## src/rtl/capture_ctrl_mc.sv

```systemverilog
// rtl/capture_ctrl_mc.sv - multi-channel ADC capture/trigger controller with circular RAM addressing
// Optional auto-trigger timeout is built when CAP_AUTO_TRIG_EN is defined.
module capture_ctrl_mc #(
    parameter int NUM_CH  = 3,
    parameter int DATA_W  = 8,
    parameter int ADDR_W  = 9,
    parameter int AUTO_TO = 4096,
    parameter int TS_W    = $clog2(NUM_CH + 1)
) (
    input  logic                     clk,
    input  logic                     rst_n,
    input  logic                     smpl_vld,
    input  logic [NUM_CH*DATA_W-1:0] smpl_data,
    input  logic                     run,
    input  logic                     stop,
    input  logic [TS_W-1:0]          trig_src,
    input  logic                     trig_ext,
    input  logic                     trig_edge,
    input  logic [DATA_W-1:0]        trig_lvl,
    input  logic [ADDR_W-1:0]        trig_pos,
    input  logic [3:0]               decimator,
    output logic                     wr_en,
    output logic [ADDR_W-1:0]        wr_addr,
    output logic [NUM_CH*DATA_W-1:0] wr_data,
    output logic [ADDR_W-1:0]        trig_addr,
    output logic                     busy,
    output logic                     cap_done,
    output logic                     trig_forced,
    input  logic                     dump_start,
    input  logic                     dump_adv,
    output logic                     dump_vld,
    output logic [ADDR_W-1:0]        dump_addr,
    output logic                     dump_last
);
    typedef enum logic [2:0] {S_IDLE, S_ARMING, S_ARMED, S_POST, S_DONE} state_t;
    state_t r_state, w_next;

    logic [TS_W-1:0]          r_src;
    logic                     r_edge;
    logic [DATA_W-1:0]        r_lvl;
    logic [ADDR_W-1:0]        r_pos;
    logic [3:0]               r_dec;
    logic [15:0]              r_dec_cnt;
    logic [ADDR_W-1:0]        r_ptr, r_fill, r_post, r_wr_addr, r_trig_addr, r_dump_addr;
    logic [NUM_CH*DATA_W-1:0] r_wr_data;
    logic [DATA_W-1:0]        r_prev;
    logic                     r_prev_vld, r_wr_en, r_dump_vld;

    logic                     w_run_ok, w_capt, w_wr, w_hit, w_force, w_trig, w_src_ok, w_dump_last;
    logic [DATA_W-1:0]        w_cur, w_lvl;
    logic [15:0]              w_dec_max;
    logic [ADDR_W-1:0]        w_pre_tgt;

    assign w_run_ok  = run && !stop && (r_state == S_IDLE || r_state == S_DONE);
    assign w_capt    = (r_state == S_ARMING) || (r_state == S_ARMED) || (r_state == S_POST);
    assign w_wr      = smpl_vld && (r_dec_cnt == 16'd0) && w_capt && !stop;
    assign w_dec_max = (16'd1 << r_dec) - 16'd1;
    // trig_pos is ADDR_W wide, so DEPTH-1-min(trig_pos,DEPTH-1) reduces to the bitwise inverse
    assign w_pre_tgt = ~r_pos;

    always_comb begin
        w_cur    = '0;
        w_lvl    = r_lvl;
        w_src_ok = 1'b0;
        for (int c = 0; c < NUM_CH; c++) begin
            if (r_src == TS_W'(c)) begin
                w_cur    = smpl_data[c*DATA_W +: DATA_W];
                w_src_ok = 1'b1;
            end
        end
        if (r_src == TS_W'(NUM_CH)) begin
            w_cur    = DATA_W'(trig_ext);
            w_lvl    = DATA_W'(1);
            w_src_ok = 1'b1;
        end
    end

    assign w_hit = w_src_ok && r_prev_vld &&
                   (r_edge ? (r_prev < w_lvl && w_cur >= w_lvl)
                           : (r_prev >= w_lvl && w_cur < w_lvl));
    assign w_trig = w_wr && (r_state == S_ARMED) && (w_hit || w_force);

`ifdef CAP_AUTO_TRIG_EN
    localparam int AUTO_W = $clog2(AUTO_TO + 1);
    logic [AUTO_W-1:0] r_auto;
    logic              r_forced;

    assign w_force = (r_auto == AUTO_W'(AUTO_TO - 1));

    always_ff @(posedge clk) begin
        if (!rst_n || stop || w_run_ok) begin
            r_auto   <= '0;
            r_forced <= 1'b0;
        end else if (w_wr && r_state == S_ARMED) begin
            r_auto <= r_auto + AUTO_W'(1);
            if (w_force && !w_hit) r_forced <= 1'b1;
        end
    end
    assign trig_forced = r_forced;
`else
    assign w_force     = 1'b0;
    // AUTO_TO has no role without the timeout; this expression is constant 0
    assign trig_forced = (AUTO_TO < 0);
`endif

    always_ff @(posedge clk) begin
        if (!rst_n) r_state <= S_IDLE;
        else        r_state <= w_next;
    end

    always_comb begin
        w_next = r_state;
        if (stop) begin
            w_next = S_IDLE;
        end else if (w_run_ok) begin
            w_next = S_ARMING;
        end else begin
            case (r_state)
                S_ARMING: if (r_fill == w_pre_tgt ||
                              (w_wr && ({1'b0, r_fill} + (ADDR_W+1)'(1)) == {1'b0, w_pre_tgt}))
                              w_next = S_ARMED;
                S_ARMED:  if (w_trig) w_next = (r_pos == '0) ? S_DONE : S_POST;
                S_POST:   if (w_wr && r_post == ADDR_W'(1)) w_next = S_DONE;
                default:  w_next = r_state;
            endcase
        end
    end

    always_ff @(posedge clk) begin
        if (!rst_n) begin
            r_src       <= '0;
            r_edge      <= 1'b0;
            r_lvl       <= '0;
            r_pos       <= '0;
            r_dec       <= '0;
            r_dec_cnt   <= '0;
            r_ptr       <= '0;
            r_fill      <= '0;
            r_post      <= '0;
            r_wr_addr   <= '0;
            r_wr_data   <= '0;
            r_wr_en     <= 1'b0;
            r_trig_addr <= '0;
            r_prev      <= '0;
            r_prev_vld  <= 1'b0;
            r_dump_vld  <= 1'b0;
            r_dump_addr <= '0;
        end else begin
            r_wr_en <= w_wr;
            if (w_run_ok)      r_dec_cnt <= '0;
            else if (smpl_vld) r_dec_cnt <= (r_dec_cnt >= w_dec_max) ? 16'd0 : r_dec_cnt + 16'd1;

            if (w_run_ok) begin
                r_src      <= trig_src;
                r_edge     <= trig_edge;
                r_lvl      <= trig_lvl;
                r_pos      <= trig_pos;
                r_dec      <= decimator;
                r_ptr      <= '0;
                r_fill     <= '0;
                r_prev_vld <= 1'b0;
            end else if (w_wr) begin
                r_wr_data  <= smpl_data;
                r_wr_addr  <= r_ptr;
                r_ptr      <= r_ptr + ADDR_W'(1);
                r_prev     <= w_cur;
                r_prev_vld <= 1'b1;
                if (r_state == S_ARMING) r_fill <= r_fill + ADDR_W'(1);
                if (w_trig) begin
                    r_trig_addr <= r_ptr;
                    r_post      <= r_pos;
                end else if (r_state == S_POST) begin
                    r_post <= r_post - ADDR_W'(1);
                end
            end

            // Readout walks oldest to newest; the newest is the last written address
            if (stop || w_run_ok) begin
                r_dump_vld <= 1'b0;
            end else if (r_state == S_DONE && dump_start) begin
                r_dump_vld  <= 1'b1;
                r_dump_addr <= r_wr_addr + ADDR_W'(1);
            end else if (r_dump_vld && dump_adv) begin
                if (w_dump_last) r_dump_vld  <= 1'b0;
                else             r_dump_addr <= r_dump_addr + ADDR_W'(1);
            end
        end
    end

    assign w_dump_last = r_dump_vld && (r_dump_addr == r_wr_addr);

    assign wr_en     = r_wr_en;
    assign wr_addr   = r_wr_addr;
    assign wr_data   = r_wr_data;
    assign trig_addr = r_trig_addr;
    assign busy      = w_capt;
    assign cap_done  = (r_state == S_DONE);
    assign dump_vld  = r_dump_vld;
    assign dump_addr = r_dump_addr;
    assign dump_last = w_dump_last;
endmodule

```

## config.mk

```make
export PLATFORM = sky130hd
export DESIGN_NAME = capture_ctrl_mc
export DESIGN_NICKNAME = d
export VERILOG_FILES = /design/src/rtl/capture_ctrl_mc.sv
export SDC_FILE = /design/constraint.sdc
export NUM_CORES = 1
export LEC_CHECK = 0
export CELL_PAD_IN_SITES_DETAIL_PLACEMENT = 1
export CELL_PAD_IN_SITES_GLOBAL_PLACEMENT = 1
export CORE_MARGIN = 3
export CORE_UTILIZATION = 44
export DETAILED_ROUTE_END_ITERATION = 10
export PLACE_DENSITY_LB_ADDON = 0.15
export SYNTH_ARGS = -nofsm -noshare
export SYNTH_HDL_FRONTEND = slang
export SYNTH_SLANG_ARGS = --single-unit
```

## constraint.sdc

```tcl
create_clock -name clk -period 5.79 [get_ports clk]
set_input_delay 1.158 -clock clk [delete_from_list [all_inputs] [get_ports clk]]
set_output_delay 1.158 -clock clk [all_outputs]
set_load 0.03 [all_outputs]
```

Word-level counts from Yosys, hierarchy flattened
Cells that the tools add are included.
{ "op_classes": {"n_addsub": 8, "n_lt_le_gt_ge": 5, "eq_ne": 18, "n_shift": 1, "muxes": 25, "bitwise": 4, "reduce_logical": 43} }
{ "op_table": {"columns": ["op", "count"], "rows": [
  ["$mux W9", 5],
  ["$mux W8", 5],
  ["$add A9 B1 Y9 const B", 4],
  ["$eq A9 B9 Y1", 2],
  ["$add A16 B1 Y16 const B", 1],
  ["$ge A16 B16 Y1", 1],
  ["$ge A8 B8 Y1", 2],
  ["$logic_and A1 B1 Y1", 16],
  ["$logic_not A16 Y1", 1],
  ["$lt A8 B8 Y1", 2],
  ["$mux W16", 1],
  ["$shl A1 B4 Y16 const A", 1],
  ["$sub A16 B1 Y16 const B", 1],
  ["$mux W3", 4],
  ["$add A9 B1 Y10 const B", 1],
  ["$eq A10 B9 Y1", 1],
  ["$eq A9 B1 Y1 const B", 1],
  ["$logic_not A9 Y1", 1],
  ["$mux W1", 9],
  ["$not A9 Y9", 1],
  ["$pmux W3 S3", 1],
  ["$reduce_and A3 Y1", 3],
  ["$sub A9 B1 Y9 const B", 1],
  ["$reduce_and A4 Y1", 2],
  ["20 further kinds", 37]
]} }
{ "word_totals": {"register_bits": 132, "in_bits": 56, "out_inout_bits": 57, "wordCells": 123} }

Depth between registers and ports, before layout
Gate-level depths: netlist (run 1).
{ "depth": {"word_depth": 13, "depth_mapped": 17, "ltp_nobuf": 14} }

Worst setup path after synthesis (run 1)
OpenSTA, ideal clock, no wires.
{ "synth_timing": {"kind": "reg-to-reg", "start": "register r_dec[0]", "end": "register r_dec_cnt[3]", "setup_time_ps": 70, "arrival_ps": 3489, "t_required_ps": 5720, "slack_ps": 2231, "stages_incl_launch_ff": 17, "path_buffers": 3, "synth_period_minus_slack_ps": 3559, "path_cell_list": "dfxtp_1 -> clkbuf_1 -> or4_1 -> ha_1 -> clkbuf_1 -> nor2_1 -> nand3_1 -> a21oi_1 -> a21oi_1 -> ha_1 -> a21o_1 -> a21o_1 -> a21o_1 -> a221oi_1 -> clkbuf_1 -> nand2_1 -> a21oi_1"} }
{ "synth_between": {"elab_chain_cells": 4} }
{ "synth_rtl": {"columns": ["element", "line_no", "text"], "rows": [
  ["start, declared", "42", "logic [3:0] r_dec;"],
  ["start signal, assigned", "158", "r_dec <= decimator;"],
  ["$shl A1 B4 Y16", "57", "assign w_dec_max = (16'd1 << r_dec) - 16'd1;"],
  ["$sub A16 B1 Y16", "57", null],
  ["$ge A16 B16 Y1", "151", "else if (smpl_vld) r_dec_cnt <= (r_dec_cnt >= w_dec_max) ? 16'd0 : r_dec_cnt + 16'd1;"],
  ["$mux W16", "151", null],
  ["end signal, assigned", "151", null],
  ["end, declared", "43", "logic [15:0] r_dec_cnt;"]
]} }
No other way between the ends.
A chain may end at the register's enable or synchronous reset.

Worst setup path after layout (run 1)
{ "layout_timing": {"start": "input smpl_vld", "end": "register r_post[5]"} }
{ "layout_between": {"elab_chain_cells": 7, "elab_cells_between_ends": 8, "cone_classes": "mux (1); reduce/logical (7)"} }
{ "layout_rtl": {"columns": ["element", "line_no", "text"], "rows": [
  ["start, declared", "12", "input logic smpl_vld,"],
  ["$logic_and A1 B1 Y1 (*) (3 in series)", "56", "assign w_wr = smpl_vld && (r_dec_cnt == 16'd0) && w_capt && !stop;"],
  ["$logic_and A1 B1 Y1 (2 in series)", "81", "assign w_trig = w_wr && (r_state == S_ARMED) && (w_hit || w_force);"],
  ["$reduce_bool A2 Y1 (no line)", null, null],
  ["$reduce_and A3 Y1 (no line)", null, null],
  ["end signal, assigned", "171", "r_post <= r_pos;"],
  ["end signal, assigned", "173", "r_post <= r_post - ADDR_W'(1);"],
  ["end, declared", "44", "logic [ADDR_W-1:0] r_ptr, r_fill, r_post, r_wr_addr, r_trig_addr, r_dump_addr;"]
]} }
Mark *: on every way between the ends. The rest lies on a longest branch, timed or not.

==> results.txt, run 1 <==
----------------------------------------------------
[Detailed routing]
  Post-detailed-route DRC marker count ... 0
  Post-DR vias/cell ... between 5 and 6
  First DRT Iteration DRCs ... between 300 and 400
  Routed length per instance ... approximately 18 um
  Wire length after detailed routing ... between 20000 and 25000 um
  Detailed Routing Iterations Pass 1 ... 4
  DRT antenna net count ... 0
  Via total after detailed routing ... around 7500

[Worst setup path]
  Maximum fanout along the worst path ... 56
  Data required time of the worst path ... around 6.1 ns
  Crit path capture type ... flip-flop
  Critical Path AT ... 4.38 ns
  Category of the most critical setup path ... in2reg
  Sort of element at the start of the critical path ... input pin

[Run status]
  Outcome ... completed

[Clocking]
  Worst skew pair latency ... between 0.4 and 0.5 ns
  H-tree depth ... 4
  Total of hold buffers inserted after clock tree synthesis ... 0
  Num CTS Buffers ... 17
  CTS Buffer Depth ... 2
  Root Buffer Master ... sky130_fd_sc_hd__clkbuf_16
  Number of buffers added for setup after CTS ... 0
  Number of instances resized during post-cts repair ... 0
  Clock tree from TritonCTS ... built
  Clock-pin transition on the worst setup and hold timing paths ... 0.06 ns
  Clk sinks ... about 130

[Synth]
  Mapped Area ... 7719 um2
  Number of enable flip-flop cells after synthesis ... 0
  Gate count of the mapped netlist ... 991
  Mean instance size in the synthesized netlist ... 7.789 um2
  Share of synthesized area occupied by flip-flops and latches ... 0.3424
  Predominant post-synthesis flop cell ... sky130_fd_sc_hd__dfxtp_1
  Post-synth ARST share ... 0
  Yosys synthesis warning count ... 0
  Syn_nets ... approximately 1100
  FF+latch count, synth ... approximately 130
  Count of distinct cell types in the synthesized netlist ... 67

[STA]
  Worst slew slack as a fraction of its limit ... 0.1870
  Transition time at the pin with the least slew margin ... 1.212 ns
  Min Tclk post-route ... just over 4 ns
  Unrepaired setup endpoints after global routing ... false
  Period Utilization, post-route ... 0.6962
  Largest clock skew in the final design ... approximately 0.006 ns
  Max-slew violation count ... 0
  Final-report hold violation count ... 0
  Total Neg Setup Slack ... 0 ns
  Maximum clock frequency ... roughly 250 MHz
  Final number of setup-violating endpoints ... 0

[Placed design]
  Detailed-placement wirelength estimate ... approximately 17000 um
  Post-detailed-placement cell area ... approximately 8900 um2
  IO buf count ... 111
  GP Congestion ... 0.8737

[Global route]
  Initial antenna violation count ... 0
  Via count of the first global-routing pass ... about 8000
  Overall routing resource usage ... 0.2505
  Pin count of the biggest net entering global routing ... a little under 90
  Global-route wire length before repair ... 40130 um
  Residual overflow from global routing ... 0

[Floorplan]
  Initial Utilization ... 0.4573
  Total Die Area ... 19170 um2
  CORE AREA ... around 17000 um2
  Boundary pin count ... around 110
  Vertical die dimension ... 138.4 um
  Std cell rows ... 47
  Chip Width ... around 140 um

[Finish]
  Area delta synth->final ... 24.02%
  Filler Cell Count ... approximately 2100
  Layout cells sized above 1 ... 0.05463
  Post-route standard cell area excluding fillers ... 9573 um2
  Layout net count ... around 1200
  Diodes inserted ... 0

[Hold path]
  Hold/Removal Path Class ... reg2reg

[Pwr]
  Static leakage ... 0.003576 uW
  Worst ir drop on vdd ... 213.9 uV
  Total power per unit cell area ... 243.8 nW/um2

[Run]
  Max-cap violations ... 0

----------------------------------------------------
## final cells by class
| class | count | area, um2 | area share |
|---|---|---|---|
| well taps | 220 | 275.3 | 0.02875 |
| clock buffers | 18 | 429.2 | 0.04483 |
| multi-input cells | 779 | 4788 | 0.5002 |
| repair buffers | 120 | 1174 | 0.1226 |
| clock inverters | 14 | 200.2 | 0.02091 |
| flip-flops and latches | 132 | 2643 | 0.2760 |
| inverters | 17 | 63.81 | 0.006666 |
## per-stage QoR
stage            util  hold WS (ns)  power [uW]  std cells  worst slack (ns)
6_report       0.5672        0.4572        2333       1300             1.759
5_1_grt        0.5672        0.4733        2420       1300             1.524
4_1_cts        0.5672        0.4599        2350       1300             1.768
3_5_place_dp   0.5299        0.4489        1187       1268             1.351
3_3_place_gp   0.5299        0.4397        1181       1268             1.436
2_1_floorplan       -        0.4362        1093        991             2.231
## registers in the layout (all words and copies together), names as in the netlist
| register | count |
|---|---|
| r_dec | 4 |
| r_dec_cnt | 16 |
| r_pos | 9 |
| dump_addr | 9 |
| r_prev_vld | 1 |
| r_prev | 8 |
| r_state | 3 |
| r_ptr | 9 |
| trig_addr | 9 |
| r_src | 2 |
| r_fill | 9 |
| r_edge | 1 |
| r_lvl | 8 |
| wr_addr | 9 |
| wr_data | 24 |
| r_post | 9 |
| wr_en | 1 |
| dump_vld | 1 |
## report_power, final
part	internal, uW	switching (uW)
clock network	726	437
logic	102	130
registers	920	19.6
## cell usage in the layout, fill, tap and decap left out, types with 21 or more instances in the layout
cell,instances
sky130_fd_sc_hd__clkdlybuf4s50_1,110
sky130_fd_sc_hd__nand3_1,29
sky130_fd_sc_hd__mux2i_1,31
sky130_fd_sc_hd__nand4_1,21
sky130_fd_sc_hd__a21oi_1,63
sky130_fd_sc_hd__nand2_1,235
sky130_fd_sc_hd__ha_1,40
sky130_fd_sc_hd__o21ai_0,31
sky130_fd_sc_hd__nor2_1,54
sky130_fd_sc_hd__dfxtp_1,132
sky130_fd_sc_hd__xor2_1,28
sky130_fd_sc_hd__a21boi_0,43
sky130_fd_sc_hd__xnor2_1,30
## final timing paths
check	slack, ns	start	to	cells after the start
worst min register to register	0.46	trig_addr[0]$_SDFFE_PN0P_	trig_addr[0]$_SDFFE_PN0P_	2
worst min-delay path	0.46	trig_addr[0]$_SDFFE_PN0P_	trig_addr[0]$_SDFFE_PN0P_	2
worst max register to register	1.90	r_dec[3]$_SDFFE_PN0P_	r_dec_cnt[15]$_SDFFE_PP0P_	10
worst max-delay path	1.76	smpl_vld	r_post[5]$_SDFFE_PN0P_	7
## synth_stat cells (all sizes together), types with 3 or more instances
cell type | count | area share
nand2 | 235 | 0.11
xor2 | 28 | 0.032
nor3 | 19 | 0.013
nand3b | 3 | 0.0029
ha | 40 | 0.065
nor4 | 12 | 0.0097
o21a | 6 | 0.0058
a22o | 6 | 0.0068
nand2b | 5 | 0.0041
a21oi | 63 | 0.041
or2 | 4 | 0.0032
and4 | 6 | 0.0068
a21o | 12 | 0.012
nand3 | 29 | 0.019
nor2b | 10 | 0.0081
xnor2 | 30 | 0.034
o211ai | 7 | 0.0068
mux2i | 31 | 0.040
and3 | 10 | 0.0081
buf | 8 | 0.0062
inv | 16 | 0.0078
o211a | 3 | 0.0039
o21ai | 34 | 0.022
nand4 | 21 | 0.017
or4 | 8 | 0.0078
o31ai | 3 | 0.0029
dfxtp | 132 | 0.34
a31oi | 5 | 0.0041
o31a | 4 | 0.0045
a21boi | 43 | 0.042
a41oi | 3 | 0.0034
and2 | 9 | 0.0073
clkbuf | 55 | 0.027
nor2 | 56 | 0.027
## layer usage
metal / vias up / part of all wire / track usage
li1: 3602 / - / -
met1: 3646 / 0.43 / 0.3143
met2: 172 / 0.50 / 0.4327
met3: 45 / 0.044 / 0.04731
met4: 0 / 0.023 / 0.08476
met5: - / 0 / 0
## cell families (layout without fill, tap and decap cells)
family | count (synthesis) | after routing | share of synthesized area
DFF | 132 | 132 | 0.3424
buffers and inverters | 80 | 169 | 0.04117
muxes | 33 | 33 | 0.04458
AOI/OAI and AO/OA | 209 | 209 | 0.1785
adders and majority gates | 40 | 40 | 0.06484
and+or+nand+nor | 437 | 437 | 0.2618
other | 2 | 2 | 0.0009730
xor gates and xnor gates | 58 | 58 | 0.06581
## worst max-delay path: stages
cell and delay, ns:
sky130_fd_sc_hd__clkdlybuf4s50_1 0.77, sky130_fd_sc_hd__or3b_4 0.55, sky130_fd_sc_hd__or2_2 0.33, sky130_fd_sc_hd__buf_4 0.32
sky130_fd_sc_hd__nor4b_4 0.39, sky130_fd_sc_hd__o21a_1 0.57, sky130_fd_sc_hd__mux2i_1 0.26
No activity file was read; power rests on OpenSTA's default activity.
==> inputs of run 2 (changes only) <==
--- a/config.mk
+++ b/config.mk
@@ -8,7 +8,7 @@
 export CELL_PAD_IN_SITES_DETAIL_PLACEMENT = 1
 export CELL_PAD_IN_SITES_GLOBAL_PLACEMENT = 1
 export CORE_MARGIN = 3
-export CORE_UTILIZATION = 44
+export CORE_UTILIZATION = 37
 export DETAILED_ROUTE_END_ITERATION = 10
 export PLACE_DENSITY_LB_ADDON = 0.15
 export SYNTH_ARGS = -nofsm -noshare
==> constraint.sdc (replaced) <==
create_clock -name clk -period 3.6 [get_ports clk]
set_input_delay 0.72 -clock clk [delete_from_list [all_inputs] [get_ports clk]]
set_output_delay 0.72 -clock clk [all_outputs]
set_load 0.03 [all_outputs]
==> results.txt, run 2 (synthesized netlist as in run 1, its figures left out) <==
----------------------------------------------------
[Run status]
  Outcome ... completed

[Detailed routing]
  Routed length per instance ... 17.39 um (-5.5%)
  First DRT Iteration DRCs ... 360 (+3.2%)
  Detailed Routing Iterations Pass 1 ... 4 (unchanged)
  Via total after detailed routing ... 7272 (-2.6%)
  Wire length after detailed routing ... 23860 um (-0.30%)
  DRT antenna net count ... 0 (unchanged)
  Post-DR vias/cell ... 5.300 (-7.7%)
  Post-detailed-route DRC marker count ... 0 (unchanged)

[STA]
  Worst slew slack as a fraction of its limit ... 0.2531 (+0.06615)
  Final-report hold violation count ... 0 (unchanged)
  Final number of setup-violating endpoints ... 0 (unchanged)
  Period Utilization, post-route ... 0.9342
  Max-slew violation count ... 0 (unchanged)
  Maximum clock frequency ... 297.4 MHz
  Largest clock skew in the final design ... 0.007669 ns (+0.001497 ns)
  Transition time at the pin with the least slew margin ... 1.113 ns (-0.09940 ns)
  Min Tclk post-route ... between 3 and 4 ns
  Least setup slack across all paths after layout ... 0.2370 ns (-1.522 ns)
  Unrepaired setup endpoints after global routing ... false

[Global route]
  Top Usage Layer GRT ... met2
  Met3 demand-to-capacity share in global routing ... 0.04004 (-0.007271)
  Overall routing resource usage ... 0.2136 (-0.03693)
  Global-route wire length before repair ... 38380 um (-4.4%)
  Via count of the first global-routing pass ... 7304 (-6.9%)
  Initial antenna violation count ... 2 (+2)
  Met2 demand-to-capacity share in global routing ... 0.3550 (-0.07767)
  Met1 Use GR ... 0.2797 (-0.03466)
  Residual overflow from global routing ... 0 (unchanged)
  Pin count of the biggest net entering global routing ... 75 (-15%)

[Placed design]
  Post-Place Setup Slack ... -0.1810 ns (-1.532 ns)
  Detailed-placement wirelength estimate ... 16910 um (+0.45%)
  GP Congestion ... 0.8648 (-1.0%)
  Post-detailed-placement cell area ... 9196 um2 (+2.8%)
  Number of placed instances with taps included ... 1340 (+5.7%)
  IO buf count ... 111 (unchanged)

[Finish]
  Post-route standard cell area excluding fillers ... 9848 um2 (+2.9%)
  Layout net count ... 1186 (+2.0%)
  Most common cell after layout, fill and taps aside ... sky130_fd_sc_hd__nand2_1
  Area delta synth->final ... 27.59%
  Diodes inserted ... 0 (unchanged)
  Most frequent cells in the layout ... sky130_fd_sc_hd__nand2_1, sky130_fd_sc_hd__dfxtp_1, sky130_fd_sc_hd__clkdlybuf4s50_1
  Layout cells sized above 1 ... 0.07532 (+0.02069)
  Post-route insts no fill ... 1372 (+5.5%)
  Number of flip-flops under the largest register name ... 24 (unchanged)

[Worst setup path]
  Endpoint of the most critical register-to-register path ... r_dec_cnt[12]$_SDFFE_PP0P_
  Data required time of the worst path ... 3.95 ns (-2.19 ns)
  Critical Path AT ... 3.71 ns (-0.67 ns)
  Number of cells on the worst reg-to-reg path ... 15 (+5)
  CP dominant cell by count ... sky130_fd_sc_hd__mux2i_1
  Critical-path cell with the highest stage delay ... sky130_fd_sc_hd__o21ai_1
  Setup slack, reg-to-reg ... 0.31 ns (-1.59 ns)
  FF-to-FF Start ... r_dec[3]$_SDFFE_PN0P_
  Timing startpoint of the critical path ... smpl_data[1]
  Category of the most critical setup path ... in2reg
  Cells along the critical path ... clkdlybuf4s50_1, mux2i_1, o21ai_0, ha_1, nor2b_1, o211ai_1, a21oi_1, o211a_1, o21ai_1, mux2i_1
  Crit path capture type ... flip-flop
  Maximum fanout along the worst path ... 9 (-84%)
  Sort of element at the start of the critical path ... input pin
  Biggest cell delay along the critical path ... 0.86 ns (+0.09 ns)

[Clocking]
  CTS Buffer Depth ... 2 (unchanged)
  Clock tree from TritonCTS ... built
  Worst skew pair latency ... 0.43 ns (about the same)
  Clk sinks ... 132 (unchanged)
  Number of buffers added for setup after CTS ... 0 (unchanged)
  Root Buffer Master ... sky130_fd_sc_hd__clkbuf_16
  Num CTS Buffers ... 17 (unchanged)
  Clock-pin transition on the worst setup and hold timing paths ... 0.06 ns (about the same)
  H-tree depth ... 4 (unchanged)

[Floorplan]
  Chip Width ... 150.4 um (+8.7%)
  Std cell rows ... 52 (+11%)
  Boundary pin count ... 113 (unchanged)
  CORE AREA ... 20360 um2 (+21%)
  Total Die Area ... 22630 um2 (+18%)
  Vertical die dimension ... 150.4 um (+8.7%)
  Initial Utilization ... 0.3790 (-0.07831)

[Pwr]
  Total power per unit cell area ... 385.0 nW/um2 (+58%)
  Static leakage ... 0.003705 uW (+3.6%)
  Worst ir drop on vdd ... 300.9 uV (+41%)

[Hold path]
  Worst Hold End ... r_edge$_SDFFE_PN0P_
  Worst hold path startpoint ... r_edge$_SDFFE_PN0P_
  Worst hold path depth ... 2 (unchanged)
  Hold/Removal Path Class ... reg2reg

[Run]
  Max-cap violations ... 0 (unchanged)

----------------------------------------------------
==> run 2: cell count changes in the layout (fill, tap and decap cells not counted) <==
cell / previous run / this run
sky130_fd_sc_hd__buf_4: 9 / 30
sky130_fd_sc_hd__clkinv_2: 1 / 2
sky130_fd_sc_hd__inv_6: 4 / 1
sky130_fd_sc_hd__clkinv_4: 2 / 3
sky130_fd_sc_hd__o21ai_1: 3 / 2
sky130_fd_sc_hd__clkinvlp_4: 3 / 2
sky130_fd_sc_hd__a221oi_1: 1 / 0
sky130_fd_sc_hd__o21ai_2: 0 / 1
sky130_fd_sc_hd__a221oi_4: 0 / 1
sky130_fd_sc_hd__clkbuf_8: 0 / 1
sky130_fd_sc_hd__buf_12: 0 / 2
==> run 2: how the worst max path moves through the flow <==
stage,end,slack (ns),depth (start not counted)
final,trig_addr[6]$_SDFFE_PN0P_,0.24,10
after global routing,dump_last,0.03,6
after CTS,r_dec_cnt[7]$_SDFFE_PP0P_,0.05,10
after detailed placement,trig_addr[6]$_SDFFE_PN0P_,-0.18,10
after global placement,trig_addr[2]$_SDFFE_PN0P_,-0.14,10
after floorplan,r_dec_cnt[3]$_SDFFE_PP0P_,0.04,16
==> run 2: per-stage QoR <==
step / hold WS, ns / TNS, ns / total power [uW] / util
floorplan: 0.4362 / 0 / 1758 / -
CTS: 0.4636 / 0 / 3830 / 0.4822
detailed placement: 0.4547 / -1.461 / 1936 / 0.4516
finish: 0.4581 / 0 / 3791 / 0.4836
global route: 0.4811 / 0 / 3945 / 0.4836
global placement: 0.4379 / -1.228 / 1930 / 0.4516
==> run 2: per-layer routing <==
layer	vias up	share of wire
li1	3641	-
met1	3488	0.47
met2	114	0.48
met3	27	0.033
met4	2	0.018
met5	-	0.00034
==> run 2: final cells by class <==
class | instances | area (um2)
flip-flops and latches | 132 | 2643
fillers | 2449 | 10520
repair buffers | 143 | 1371
clock inverters | 12 | 180.2
clock buffers | 19 | 442.9
inverters | 17 | 63.81
well taps | 270 | 337.8
multi-input cells | 779 | 4810
==> run 2: worst max-delay path, delay by kind of cell <==
family,cells,cell delay (ns)
muxes,2,0.36
buffers and inverters,1,0.51
AOI/OAI and AO/OA,5,1.68
adders and majority gates,1,0.31
and+or+nand+nor,1,0.13
==> run 2: repair_timing <==
action,4_1_cts,5_1_grt
endpoints found under the setup margin,0,16
hold buffers,0,0
resized for setup,0,7
==> run 2: report_power, final <==
| part | internal [uW] | switching [uW] |
|---|---|---|
| registers | 1480 | 18.1 |
| logic | 185 | 229 |
| clock network | 1180 | 705 |
| total | 2840 | 952 |
==> inputs of run 3 (changes only) <==
--- a/config.mk
+++ b/config.mk
@@ -9,8 +9,10 @@
 export CELL_PAD_IN_SITES_GLOBAL_PLACEMENT = 1
 export CORE_MARGIN = 3
 export CORE_UTILIZATION = 37
+export CTS_CLUSTER_SIZE = 10
 export DETAILED_ROUTE_END_ITERATION = 10
 export PLACE_DENSITY_LB_ADDON = 0.15
 export SYNTH_ARGS = -nofsm -noshare
 export SYNTH_HDL_FRONTEND = slang
 export SYNTH_SLANG_ARGS = --single-unit
+export TNS_END_PERCENT = 100
==> results of run 3 <==
Same layout as run 2: the final DEF is identical, and so are final timing and power.
